<file path="src/rtl/bcd_down_counter_2digits_pkg.sv">
// Shared definitions for the two-digit BCD down-counter:
// the controller state encoding, BCD constants and a digit clamp helper.
package bcd_pkg;

    typedef enum logic [1:0] {
        IDLE  = 2'd0,
        RUN   = 2'd1,
        PAUSE = 2'd2,
        DONE  = 2'd3
    } state_t;

    localparam logic [3:0] BCD_MAX_DIGIT = 4'd9;
    localparam logic [7:0] BCD_ZERO      = 8'h00;

    // Force a nibble into the legal BCD range; anything above 9 becomes 9.
    function automatic logic [3:0] clamp_digit(input logic [3:0] digit_in);
        return (digit_in > BCD_MAX_DIGIT) ? BCD_MAX_DIGIT : digit_in;
    endfunction

endpackage

</file>
<file path="src/rtl/bcd_down_counter_2digits_decade.sv">
// One BCD decade counting downward 9..0 with a borrow output.
// Chaining: the borrow of a lower decade enables the next higher decade.
module decade_down_counter
    import bcd_pkg::*;
(
    input  logic       clk,
    input  logic       reset_n,
    input  logic       en,
    input  logic       load,
    input  logic [3:0] load_digit,
    output logic [3:0] digit,
    output logic       borrow
);

    // Digit register: reset, then load, then decrement with 0 wrapping to 9.
    always_ff @(posedge clk) begin
        if (!reset_n) begin
            digit <= 4'd0;
        end else if (load) begin
            digit <= load_digit;
        end else if (en) begin
            digit <= (digit == 4'd0) ? BCD_MAX_DIGIT : digit - 4'd1;
        end
    end

    assign borrow = en && (digit == 4'd0);

endmodule

</file>
<file path="src/rtl/bcd_down_counter_2digits.sv">
// Loadable two-decade BCD countdown timer (99 down to 00) with start/pause,
// a one-cycle done pulse at terminal count and a clock prescaler.
// Optional build macro AUTO_RELOAD_EN: on terminal count the counter reloads
// its last loaded value and keeps running instead of stopping at 00.
module bcd_down_counter_2digits
    import bcd_pkg::*;
#(
    parameter int TICK_DIV = 1
) (
    input  logic       clk,
    input  logic       reset_n,
    input  logic       load,
    input  logic [7:0] load_value,
    input  logic       start,
    input  logic       pause,
    output logic [7:0] count,
    output logic       running,
    output logic       done
);

    localparam int             PW        = $clog2(TICK_DIV) + 1;
    localparam logic [PW-1:0]  TICK_LAST = PW'(TICK_DIV - 1);

    state_t        state;
    logic [PW-1:0] presc;
    logic [7:0]    reload_reg;

    logic [7:0]    load_clamped;
    logic [7:0]    dec_value;
    logic          dec_load;
    logic          tick;
    logic          at_one;
    logic          reload_now;
    logic          ones_en;
    logic          ones_borrow;
    logic          tens_borrow;
    logic [3:0]    ones_digit;
    logic [3:0]    tens_digit;

    assign load_clamped = {clamp_digit(load_value[7:4]), clamp_digit(load_value[3:0])};

    // A tick only happens while genuinely running; load and pause both take
    // precedence over counting in the same cycle.
    assign tick   = (state == RUN) && !load && !pause && (presc == TICK_LAST);
    assign at_one = (count == 8'h01);

`ifdef AUTO_RELOAD_EN
    assign reload_now = tick && at_one && (reload_reg != BCD_ZERO);
`else
    assign reload_now = 1'b0;
`endif

    // The digits are loaded either from the user value or, on an automatic
    // wrap, from the reload register instead of decrementing to 00.
    assign dec_load  = load || reload_now;
    assign dec_value = load ? load_clamped : reload_reg;
    assign ones_en   = tick && !reload_now;

    decade_down_counter u_ones (
        .clk        (clk),
        .reset_n    (reset_n),
        .en         (ones_en),
        .load       (dec_load),
        .load_digit (dec_value[3:0]),
        .digit      (ones_digit),
        .borrow     (ones_borrow)
    );

    decade_down_counter u_tens (
        .clk        (clk),
        .reset_n    (reset_n),
        .en         (ones_borrow),
        .load       (dec_load),
        .load_digit (dec_value[7:4]),
        .digit      (tens_digit),
        .borrow     (tens_borrow)
    );

    assign count = {tens_digit, ones_digit};

    // Controller: state, prescaler, reload register and registered flags.
    // tens_borrow can only fire from 00, which RUN never holds; treating it as
    // terminal stops a corrupted count rather than letting it wrap forever.
    always_ff @(posedge clk) begin
        if (!reset_n) begin
            state      <= IDLE;
            presc      <= '0;
            reload_reg <= BCD_ZERO;
            running    <= 1'b0;
            done       <= 1'b0;
        end else begin
            done <= 1'b0;
            if (load) begin
                reload_reg <= load_clamped;
                state      <= IDLE;
                presc      <= '0;
                running    <= 1'b0;
            end else begin
                case (state)
                    IDLE: begin
                        if (start) begin
                            presc <= '0;
                            if (count != BCD_ZERO) begin
                                state   <= RUN;
                                running <= 1'b1;
                            end else begin
                                state   <= DONE;
                                running <= 1'b0;
                                done    <= 1'b1;
                            end
                        end
                    end
                    RUN: begin
                        if (pause) begin
                            state   <= PAUSE;
                            running <= 1'b0;
                        end else if (tick) begin
                            presc <= '0;
                            if (reload_now) begin
                                done <= 1'b1;
                            end else if (at_one || tens_borrow) begin
                                state   <= DONE;
                                running <= 1'b0;
                                done    <= 1'b1;
                            end
                        end else begin
                            presc <= presc + PW'(1);
                        end
                    end
                    PAUSE: begin
                        if (!pause && start) begin
                            state   <= RUN;
                            running <= 1'b1;
                        end
                    end
                    DONE: begin
                        state   <= DONE;
                        running <= 1'b0;
                    end
                    default: begin
                        state   <= IDLE;
                        running <= 1'b0;
                    end
                endcase
            end
        end
    end

endmodule

</file>
<file path="config.mk">
export PLATFORM = sky130hd
export DESIGN_NAME = bcd_down_counter_2digits
export DESIGN_NICKNAME = d
export VERILOG_FILES = /design/src/rtl/bcd_down_counter_2digits_pkg.sv /design/src/rtl/bcd_down_counter_2digits_decade.sv /design/src/rtl/bcd_down_counter_2digits.sv
export SDC_FILE = /design/constraint.sdc
export NUM_CORES = 1
export LEC_CHECK = 0
export ABC_AREA = 1
export ABC_CLOCK_PERIOD_IN_PS = 1300
export BUFFER_PORTS_ARGS = -buffer_cell sky130_fd_sc_hd__buf_2
export CORE_MARGIN = 1.5
export CORE_UTILIZATION = 49
export CTS_CLUSTER_DIAMETER = 50
export DETAILED_ROUTE_END_ITERATION = 6
export GPL_TIMING_DRIVEN = 0
export PLACE_DENSITY = 0.76
export SLEW_MARGIN = 15
export SYNTH_ARGS = -nofsm -noshare
export SYNTH_HDL_FRONTEND = slang
export SYNTH_SLANG_ARGS = --single-unit
</file>
<file path="constraint.sdc">
create_clock -name clk -period 1.3 [get_ports clk]
set_input_delay 0.13 -clock clk [delete_from_list [all_inputs] [get_ports clk]]
set_output_delay 0.13 -clock clk [all_outputs]
set_load 0.05 [all_outputs]
</file>
==> results of run 1 <==
## state kept, by name, summed over array words and instances (netlist names)
register      count
presc             1
done              1
u_tens.digit      4
state             2
u_ones.digit      4
running           1
## cells in the final DEF (no fill, tap or decap), drive strengths merged
master / Yosys / routed
nand2: 31 / 31
buf: 2 / 29
inv: 18 / 18
a21oi: 15 / 15
nor2: 14 / 14
dfxtp: 13 / 13
o21ai: 10 / 10
nand3: 7 / 7
clkbuf: 0 / 4
o21a: 2 / 2
a211oi: 2 / 2
a22oi: 2 / 2
xor2: 1 / 1
o211ai: 1 / 1
o31ai: 1 / 1
nand4: 1 / 1
## metrics by stage
| step | setup TNS [ns] | instances | util, % |
|---|---|---|---|
| 2_1_floorplan | 0 | 120 | - |
| 3_3_place_gp | -0.00215 | 157 | 61.0 |
| 3_5_place_dp | -0.000420 | 157 | 61.0 |
| 4_1_cts | 0 | 162 | 63.9 |
| 5_1_grt | -0.0423 | 167 | 68.7 |
| 6_report | 0 | 167 | 68.7 |
## report_power, final
| part | total [mW] | internal, mW | switching [mW] |
|---|---|---|---|
| sequential | 0.470 | 0.434 | 0.0367 |
| clock | 0.266 | 0.119 | 0.147 |
| combinational | 0.384 | 0.126 | 0.258 |
| total | 1.12 | 0.678 | 0.442 |
## worst register-to-register path, stage by stage (launching register included)
cell and delay (ns):
dfxtp_4 0.37, inv_4 0.07, nand3_4 0.08, nor2_4 0.13, nand2_2 0.09, nand2_4 0.09
nand2_4 0.08, nand2_1 0.07, nand2_1 0.05, a21oi_1 0.13
## cells by family after synthesis
group,count (synthesis),synth area share [%]
and+or+nand+nor,53,31.6
AOI/OAI and AO/OA,33,24.1
buffers and inverters,20,9.90
DFF,13,33.2
xor gates and xnor gates,1,1.12
## path summary, 6_finish.rpt
kind	start	to	slack, ns
worst min register to register	running	running	0.46
worst max-delay path	state[1]	u_tens.digit[2]	0.06
worst min-delay path	pause	state[0]	0.06
worst max register to register	state[1]	u_tens.digit[2]	0.06
## repair_timing
action | CTS | global route
hold endpoints to repair | 0 | 0
pin swaps | 1 | 5
setup buffers | 1 | 5
setup endpoints to repair | 1 | 8
gates resized for setup | 3 | 12
## layer usage
| layer | wire length, um | up-vias |
|---|---|---|
| met5 | 0 | - |
| met4 | 23 | 0 |
| met3 | 97 | 4 |
| met2 | 927 | 32 |
| met1 | 842 | 392 |
| li1 | - | 453 |
## layout make-up
cell class,count,area [um^2]
flip-flops and latches,13,278
well taps,16,20.0
fillers,124,472
multi-input cells,87,478
clock buffers,4,26.3
plain buffers,2,10.0
inverters,18,72.6
repair buffers,27,150
==> impl_metrics.json, run 1 <==
{
  "status": "completed",
  "antenna_found_initial": 0,
  "worst-path-max-fanout": 5,
  "max_freq_mhz": 809,
  "fin_worst_skew_ns": 0.00317,
  "p_leak_nw": 0.508,
  "placed_area_um2": 918,
  "synthArstFlopShare_pct": 0,
  "ant_nets": 0,
  "endpoint_kind": "flop",
  "rows": 14,
  "maxCapViolCount": 0,
  "ys_ff_latch": 13,
  "vias_per_cell": 5.28,
  "grt_pass1_wl_um": 2950,
  "path_clk_slew_ns": 0.09,
  "drt_iter0_markers": 24,
  "synth_area_um2": 783,
  "grt-ovfl-total": 0,
  "holdWs_ns": 0.0613,
  "area_growth_pct": 32.1,
  "ctsLongestPathBuffers": 2,
  "path_buf_inv": 1,
  "hp-class": "in2reg",
  "hold_depth": 2,
  "synth-edff-count": 0,
  "gr-usage-all-layers_pct": 20.9,
  "rsz0062_at_grt": "true",
  "fp.dieW_um": 43.0,
  "die-area_um2": 1850,
  "power.density_nw_per_um2": 1080,
  "cp_top_family": "simple AND/OR/NAND/NOR gates",
  "cts_tree": "built",
  "cp_slowest_cell": "dfxtp_4",
  "cp.depth": 9,
  "fin_nets": 165,
  "worstMarginPinSlew_ns": 0.301,
  "top_level_ports": 23,
  "yosysUniqueCellTypes": 22,
  "synth-main-ff-cell": "dfxtp_1",
  "root_buffer": "clkbuf_4",
  "wire_per_inst_um": 11.3,
  "numCtsBuffers": 3,
  "grt.busiest_layer": "met2",
  "path_cells": "inv_4 > nand3_4 > nor2_4 > nand2_2 > nand2_4 > nand2_4 > nand2_1 > nand2_1 > a21oi_1",
  "total_power_mw": 1.12,
  "stdcell_area_um2": 1030,
  "drcViolationCount": 0,
  "max_stage_delay_ns": 0.37,
  "grtUsageMet2_pct": 32.4,
  "syn_nets": 133,
  "ir_worst_vdd_v": 0.000919,
  "synthTopCellsByArea": "dfxtp_1, nand2_1, a21oi_1, inv_1, o21ai_0",
  "cts.sinks": 13,
  "core-area_um2": 1510,
  "synth_area_leader_cell": "dfxtp_1",
  "place_ws_ns": -0.000420,
  "fin_ws_ns": 0.0632,
  "drive_gt1_share_pct": 40.4,
  "grt_use_met1_pct": 27.4,
  "grt_use_met3_pct": 5.11,
  "arrival_ns": 1.44,
  "cts_htree_levels": 1,
  "grt_max_degree": 11,
  "place.gp.congestion": 0.842,
  "portBuffers": 21,
  "start_kind": "flop",
  "fin_crit_ns": 1.24,
  "place_hpwl_um": 1290,
  "setup_viol": 0,
  "yosysSeqAreaShare_pct": 33.2,
  "wl_um": 1890,
  "synth_top_cell_area_share_pct": 33.2,
  "yosys.cell_count.top_type": "nand2_1",
  "synth_cells": 120,
  "worstRegToRegCells": 9,
  "ys_warn_count": 0,
  "cts_hold_buffers": 0,
  "dr.pass1.iters": 4,
  "clk_latency_ns": 0.28,
  "yosys-top-cells-count": "nand2_1, a21oi_1, inv_1",
  "maxSlewViolCount": 0,
  "path_class": "reg2reg",
  "syn_avg_cell_area_um2": 6.53,
  "timing.final.crit_share_pct": 95.1,
  "critical_path_required_ns": 1.50,
  "grt_pass1_vias": 742,
  "n_antenna_cell": 0,
  "die_h_um": 43.0,
  "initial_utilization_pct": 52.0,
  "relSlewSlack_pct": 80.0,
  "num_vias": 881,
  "finalHoldViolations": 0
}
Power figures use the tool's default switching activity.
==> inputs of run 2 (changes only) <==
--- a/config.mk
+++ b/config.mk
@@ -5,11 +5,11 @@
 export SDC_FILE = /design/constraint.sdc
 export NUM_CORES = 1
 export LEC_CHECK = 0
-export ABC_AREA = 1
 export ABC_CLOCK_PERIOD_IN_PS = 1300
 export BUFFER_PORTS_ARGS = -buffer_cell sky130_fd_sc_hd__buf_2
 export CORE_MARGIN = 1.5
-export CORE_UTILIZATION = 49
+export CORE_UTILIZATION = 48
+export CTS_BUF_LIST = sky130_fd_sc_hd__clkbuf_4 sky130_fd_sc_hd__clkbuf_8 sky130_fd_sc_hd__clkbuf_16
 export CTS_CLUSTER_DIAMETER = 50
 export DETAILED_ROUTE_END_ITERATION = 6
 export GPL_TIMING_DRIVEN = 0
==> impl_metrics.json, run 2 <==
{
  "status": "finished, violations left",
  "violations": "setup timing",
  "arrival_ns": 1.84,
  "pwr-share-comb_pct": 30.6,
  "vias_per_cell": 5.77,
  "p_seq_share_pct": 42.5,
  "cts.sinks": 13,
  "start_kind": "flop",
  "finalHoldViolations": 0,
  "num_vias": 790,
  "grt-ovfl-total": 0,
  "grt_max_degree": 11,
  "clkPwrFrac_pct": 27.0,
  "ys_ff_latch": 13,
  "rows": 14,
  "cts_htree_levels": 1,
  "total_power_mw": 1.03,
  "synthTopCellsByArea": "dfxtp_1, o21ai_0, nand2_1, nor2_1, a21oi_1",
  "synthArstFlopShare_pct": 0,
  "hold_depth": 3,
  "critical_path_required_ns": 1.47,
  "wire_per_inst_um": 13.6,
  "place.gp.congestion": 0.736,
  "initial_utilization_pct": 50.2,
  "rrSetupSlack_ns": -0.37,
  "final_common_cell": "buf_2",
  "drt_iter0_markers": 18,
  "endpoint_kind": "flop",
  "rsz0062_at_grt": "true",
  "placed_area_um2": 901,
  "worstRegToRegCells": 4,
  "syn_avg_cell_area_um2": 8.59,
  "hold_path_startpoint": "load_value[1]",
  "timing.final.crit_share_pct": 129,
  "yosys-top-cells-count": "dfxtp_1, nand2_1, nor2_1",
  "fillers": 122,
  "path_class": "reg2reg",
  "setup_viol": 11,
  "p_leak_nw": 0.469,
  "antenna_found_initial": 0,
  "portBuffers": 21,
  "synth-main-ff-cell": "dfxtp_1",
  "hp-class": "in2reg",
  "syn_nets": 100,
  "worstMarginPinSlew_ns": 0.408,
  "synth-edff-count": 0,
  "root_buffer": "clkbuf_4",
  "fin_nets": 135,
  "layout_common_cells": "buf_2, buf_4, nand2_1",
  "drcViolationCount": 0,
  "timing.setup.tns_ns": -3.38,
  "r2r_start": "state[1]",
  "synth_area_leader_cell": "dfxtp_1",
  "stdcell_area_um2": 1060,
  "top_level_ports": 23,
  "max_freq_mhz": 599,
  "clk_latency_ns": 0.28,
  "grt_pass1_vias": 735,
  "yosysSeqAreaShare_pct": 34.8,
  "yosys.cell_count.top_type": "dfxtp_1",
  "ys_warn_count": 0,
  "p_int_mw": 0.681,
  "yosysUniqueCellTypes": 33,
  "synth_top_cell_area_share_pct": 34.8,
  "hold-path-endpoint": "u_ones.digit[1]",
  "gr-usage-all-layers_pct": 21.4,
  "switching_share_pct": 34.1,
  "fin_worst_skew_ns": 0.00508,
  "worst-path-max-fanout": 6,
  "path_clk_slew_ns": 0.09,
  "maxSlewViolCount": 0,
  "rr_endpoint": "u_ones.digit[0]",
  "maxCapViolCount": 0,
  "fin_ws_ns": -0.371,
  "p_sw_mw": 0.352,
  "cts_hold_buffers": 0,
  "grt_pass1_wl_um": 3040,
  "place_hpwl_um": 1230,
  "drive_gt1_share_pct": 49.6,
  "holdWs_ns": 0.111,
  "numCtsBuffers": 3,
  "synth_cells": 87,
  "reg_top3": "u_ones.digit (4), u_tens.digit (4), state (2)",
  "fin_crit_ns": 1.67,
  "core-area_um2": 1490,
  "die-area_um2": 1800,
  "area_growth_pct": 42.5,
  "place_ws_ns": -0.456,
  "synth_area_um2": 747,
  "n_antenna_cell": 0,
  "dr.pass1.iters": 4,
  "cts_tree": "built",
  "ctsLongestPathBuffers": 2,
  "ir_worst_vdd_v": 0.000638,
  "relSlewSlack_pct": 72.8,
  "wl_um": 1860,
  "power.density_nw_per_um2": 970,
  "ant_nets": 0,
  "fp.dieW_um": 42.5,
  "die_h_um": 42.5
}
==> run 2: cell count changes in the layout (fill, tap and decap cells not counted), moves of 4 or more <==
cell | previous run | this run
a21oi_1 | 15 | 5
buf_4 | 6 | 11
dfxtp_2 | 8 | 4
inv_1 | 15 | 3
nand2_1 | 26 | 8
nand2b_1 | 0 | 4
nand3_1 | 5 | 0
nor2_2 | 6 | 0
==> run 2: final cells by class <==
cell class / count / area [um^2] / share of cell area (%)
Tap cell: 16 / 20.0 / 1.88
Buffer: 3 / 12.5 / 1.18
Clock buffer: 4 / 30.0 / 2.82
Sequential cell: 13 / 284 / 26.7
Multi-Input combinational cell: 66 / 519 / 48.8
Inverter: 3 / 11.3 / 1.06
Timing Repair Buffer: 32 / 188 / 17.6
==> run 2: cells by family after synthesis <==
logic type / synth area share (%)
AO/OA/AOI/OAI: 22.6
AND/OR/NAND/NOR: 31.5
XOR/XNOR: 2.35
multiplexers: 2.68
buffers and inverters: 6.03
flip-flops: 34.8
==> run 2: power groups by stage <==
stage	Sequential [mW]	Clock, mW	Combinational [mW]
after global placement	0.450	0	0.255
after floorplan	0.514	0	0.133
final	0.439	0.278	0.316
after global routing	0.442	0.294	0.340
after CTS	0.441	0.278	0.280
after detailed placement	0.451	0	0.260
==> run 2: how the worst max path moves through the flow <==
stage | startpoint | to | slack [ns] | cells after the start
CTS | state[1] | u_ones.digit[3] | -0.39 | 3
detailed placement | state[1] | u_ones.digit[3] | -0.46 | 5
global route | state[1] | u_tens.digit[0] | -0.40 | 4
global placement | state[1] | u_ones.digit[3] | -0.45 | 5
floorplan | state[1] | u_ones.digit[3] | -0.42 | 5
finish | state[1] | u_ones.digit[0] | -0.37 | 4
==> run 2: metal layers <==
layer	routed length (um)	vias to the layer above	GRT usage [%]
li1	-	388	-
met1	819	378	26.9
met2	975	22	37.8
met3	60	2	2.59
met4	8	0	6.25
met5	0	-	0
==> run 2: per-stage QoR <==
stage	util (%)	instances
2_1_floorplan	-	87
3_3_place_gp	60.5	124
3_5_place_dp	60.5	124
4_1_cts	66.9	133
5_1_grt	71.5	137
6_report	71.5	137
==> run 2: timing repair <==
action | CTS | global route
buffers inserted | 7 | 4
setup endpoints to repair | 11 | 11
resized for setup | 8 | 8
pin swaps | 5 | 6
==> run 2: worst max-delay path, cell delays in order, from the launching register on <==
cell,delay [ns]
dfxtp_4,0.35
or4b_4,0.58
buf_4,0.17
and2_2,0.18
o311a_1,0.28
==> inputs of run 3 (changes only) <==
==> constraint.sdc (replaced) <==
create_clock -name clk -period 1.3 [get_ports clk]
set_input_delay 0.325 -clock clk [delete_from_list [all_inputs] [get_ports clk]]
set_output_delay 0.325 -clock clk [all_outputs]
set_load 0.05 [all_outputs]
==> impl_metrics.json, run 3 (same netlist as run 2, synthesis figures left out) <==
{
  "cts.sinks": 13,
  "dr.pass1.iters": 4,
  "arrival_ns": 1.84,
  "dr.max_layer_used": "met4",
  "fin_nets": 135,
  "place_ws_ns": -0.522,
  "start_kind": "flop",
  "cts_htree_levels": 1,
  "wire_per_inst_um": 13.6,
  "path_clk_slew_ns": 0.09,
  "finalHoldViolations": 0,
  "final_common_cell": "buf_2",
  "r2r_start": "state[1]",
  "setup_viol": 11,
  "grt_pass1_vias": 738,
  "instances_no_fill": 137,
  "p_seq_share_pct": 42.3,
  "numCtsBuffers": 3,
  "p_sw_mw": 0.353,
  "die_h_um": 42.5,
  "path_class": "reg2reg",
  "area_growth_pct": 44.1,
  "root_buffer": "clkbuf_4",
  "wl_met1_um": 814,
  "antenna_found_initial": 0,
  "top_level_ports": 23,
  "grt_max_degree": 11,
  "drt_iter0_markers": 18,
  "timing.final.crit_share_pct": 129,
  "switching_share_pct": 34.0,
  "drive_gt1_share_pct": 49.6,
  "fin_worst_skew_ns": 0.00513,
  "ir_worst_vdd_v": 0.000598,
  "n_antenna_cell": 0,
  "place.gp.congestion": 0.736,
  "status": "finished, violations left",
  "fin_ws_ns": -0.371,
  "hold_path_startpoint": "load_value[1]",
  "power.density_nw_per_um2": 964,
  "grt-ovfl-total": 0,
  "pwr-share-comb_pct": 30.9,
  "vias_per_cell": 5.80,
  "dp.cells": 124,
  "initial_utilization_pct": 50.2,
  "wl_met3_um": 60,
  "p_int_mw": 0.685,
  "holdWs_ns": 0.306,
  "wl_met2_um": 981,
  "hp-class": "in2reg",
  "timing.setup.tns_ns": -3.39,
  "violations": "setup timing",
  "num_vias": 795,
  "fin_crit_ns": 1.67,
  "ant_nets": 0,
  "layout_common_cells": "buf_2, buf_4, nand2_1",
  "gr-usage-all-layers_pct": 21.4,
  "critical_path_required_ns": 1.47,
  "worst-path-max-fanout": 6,
  "ctsLongestPathBuffers": 2,
  "drcViolationCount": 0,
  "max_freq_mhz": 599,
  "grt_pass1_wl_um": 3050,
  "maxCapViolCount": 0,
  "fp.dieW_um": 42.5,
  "rsz0062_at_grt": "true",
  "clk_latency_ns": 0.28,
  "endpoint_kind": "flop",
  "core-area_um2": 1490,
  "clkPwrFrac_pct": 26.8,
  "reg_top3": "u_ones.digit (4), u_tens.digit (4), state (2)",
  "cts_tree": "built",
  "place_hpwl_um": 1230,
  "worstMarginPinSlew_ns": 0.408,
  "die-area_um2": 1800,
  "crit_start": "state[1]",
  "portBuffers": 21,
  "rows": 14,
  "maxSlewViolCount": 0,
  "wl_um": 1870,
  "relSlewSlack_pct": 72.8,
  "p_leak_nw": 0.470
}
## run 3: cell counts in the layout (fill, tap and decap cells not counted)
Identical to the previous run, type by type.
## run 3: per-stage QoR
stage          power, mW  utilization, %  area [um^2]
2_1_floorplan      0.646               -          776
3_3_place_gp       0.705            60.5          901
3_5_place_dp       0.711            60.5          901
4_1_cts             1.00            67.2         1000
5_1_grt             1.08            72.3         1080
6_report            1.04            72.3         1080
## run 3: layout make-up
class / instances / area (um^2)
plain buffers: 3 / 12.5
clock buffers: 4 / 30.0
fillers: 120 / 413
inverters: 3 / 11.3
multi-input cells: 66 / 519
flip-flops and latches: 13 / 284
well taps: 16 / 20.0
repair buffers: 32 / 199
## run 3: final timing paths
path,to,slack (ns),cells past startpoint
max,u_ones.digit[0],-0.37,4
min reg2reg,u_tens.digit[1],0.48,2
max reg2reg,u_ones.digit[0],-0.37,4
min,u_ones.digit[1],0.31,3
## run 3: critical path: stages (launching register included)
cell	delay, ns
dfxtp_4	0.35
or4b_4	0.58
buf_4	0.17
and2_2	0.18
o311a_1	0.28
## run 3: per-layer routing
| layer | global-route usage [%] | vias to the layer above |
|---|---|---|
| met3 | 2.59 | 2 |
| met5 | 0 | - |
| met2 | 37.8 | 22 |
| met4 | 6.25 | 0 |
| met1 | 26.9 | 383 |
| li1 | - | 388 |
## run 3: repair_timing
action,CTS,global route
setup endpoints to repair,12,12
endpoints found under the hold margin,0,0
gates resized for setup,10,11
hold buffers,0,0
pin swaps,5,6
setup buffers,7,4
## run 3: power by group through the flow
| stage | sequential [mW] | combinational (mW) | clock, mW |
|---|---|---|---|
| after floorplan | 0.514 | 0.133 | 0 |
| after global placement | 0.450 | 0.255 | 0 |
| after detailed placement | 0.451 | 0.260 | 0 |
| after CTS | 0.441 | 0.282 | 0.278 |
| after global routing | 0.442 | 0.344 | 0.294 |
| final | 0.439 | 0.320 | 0.278 |
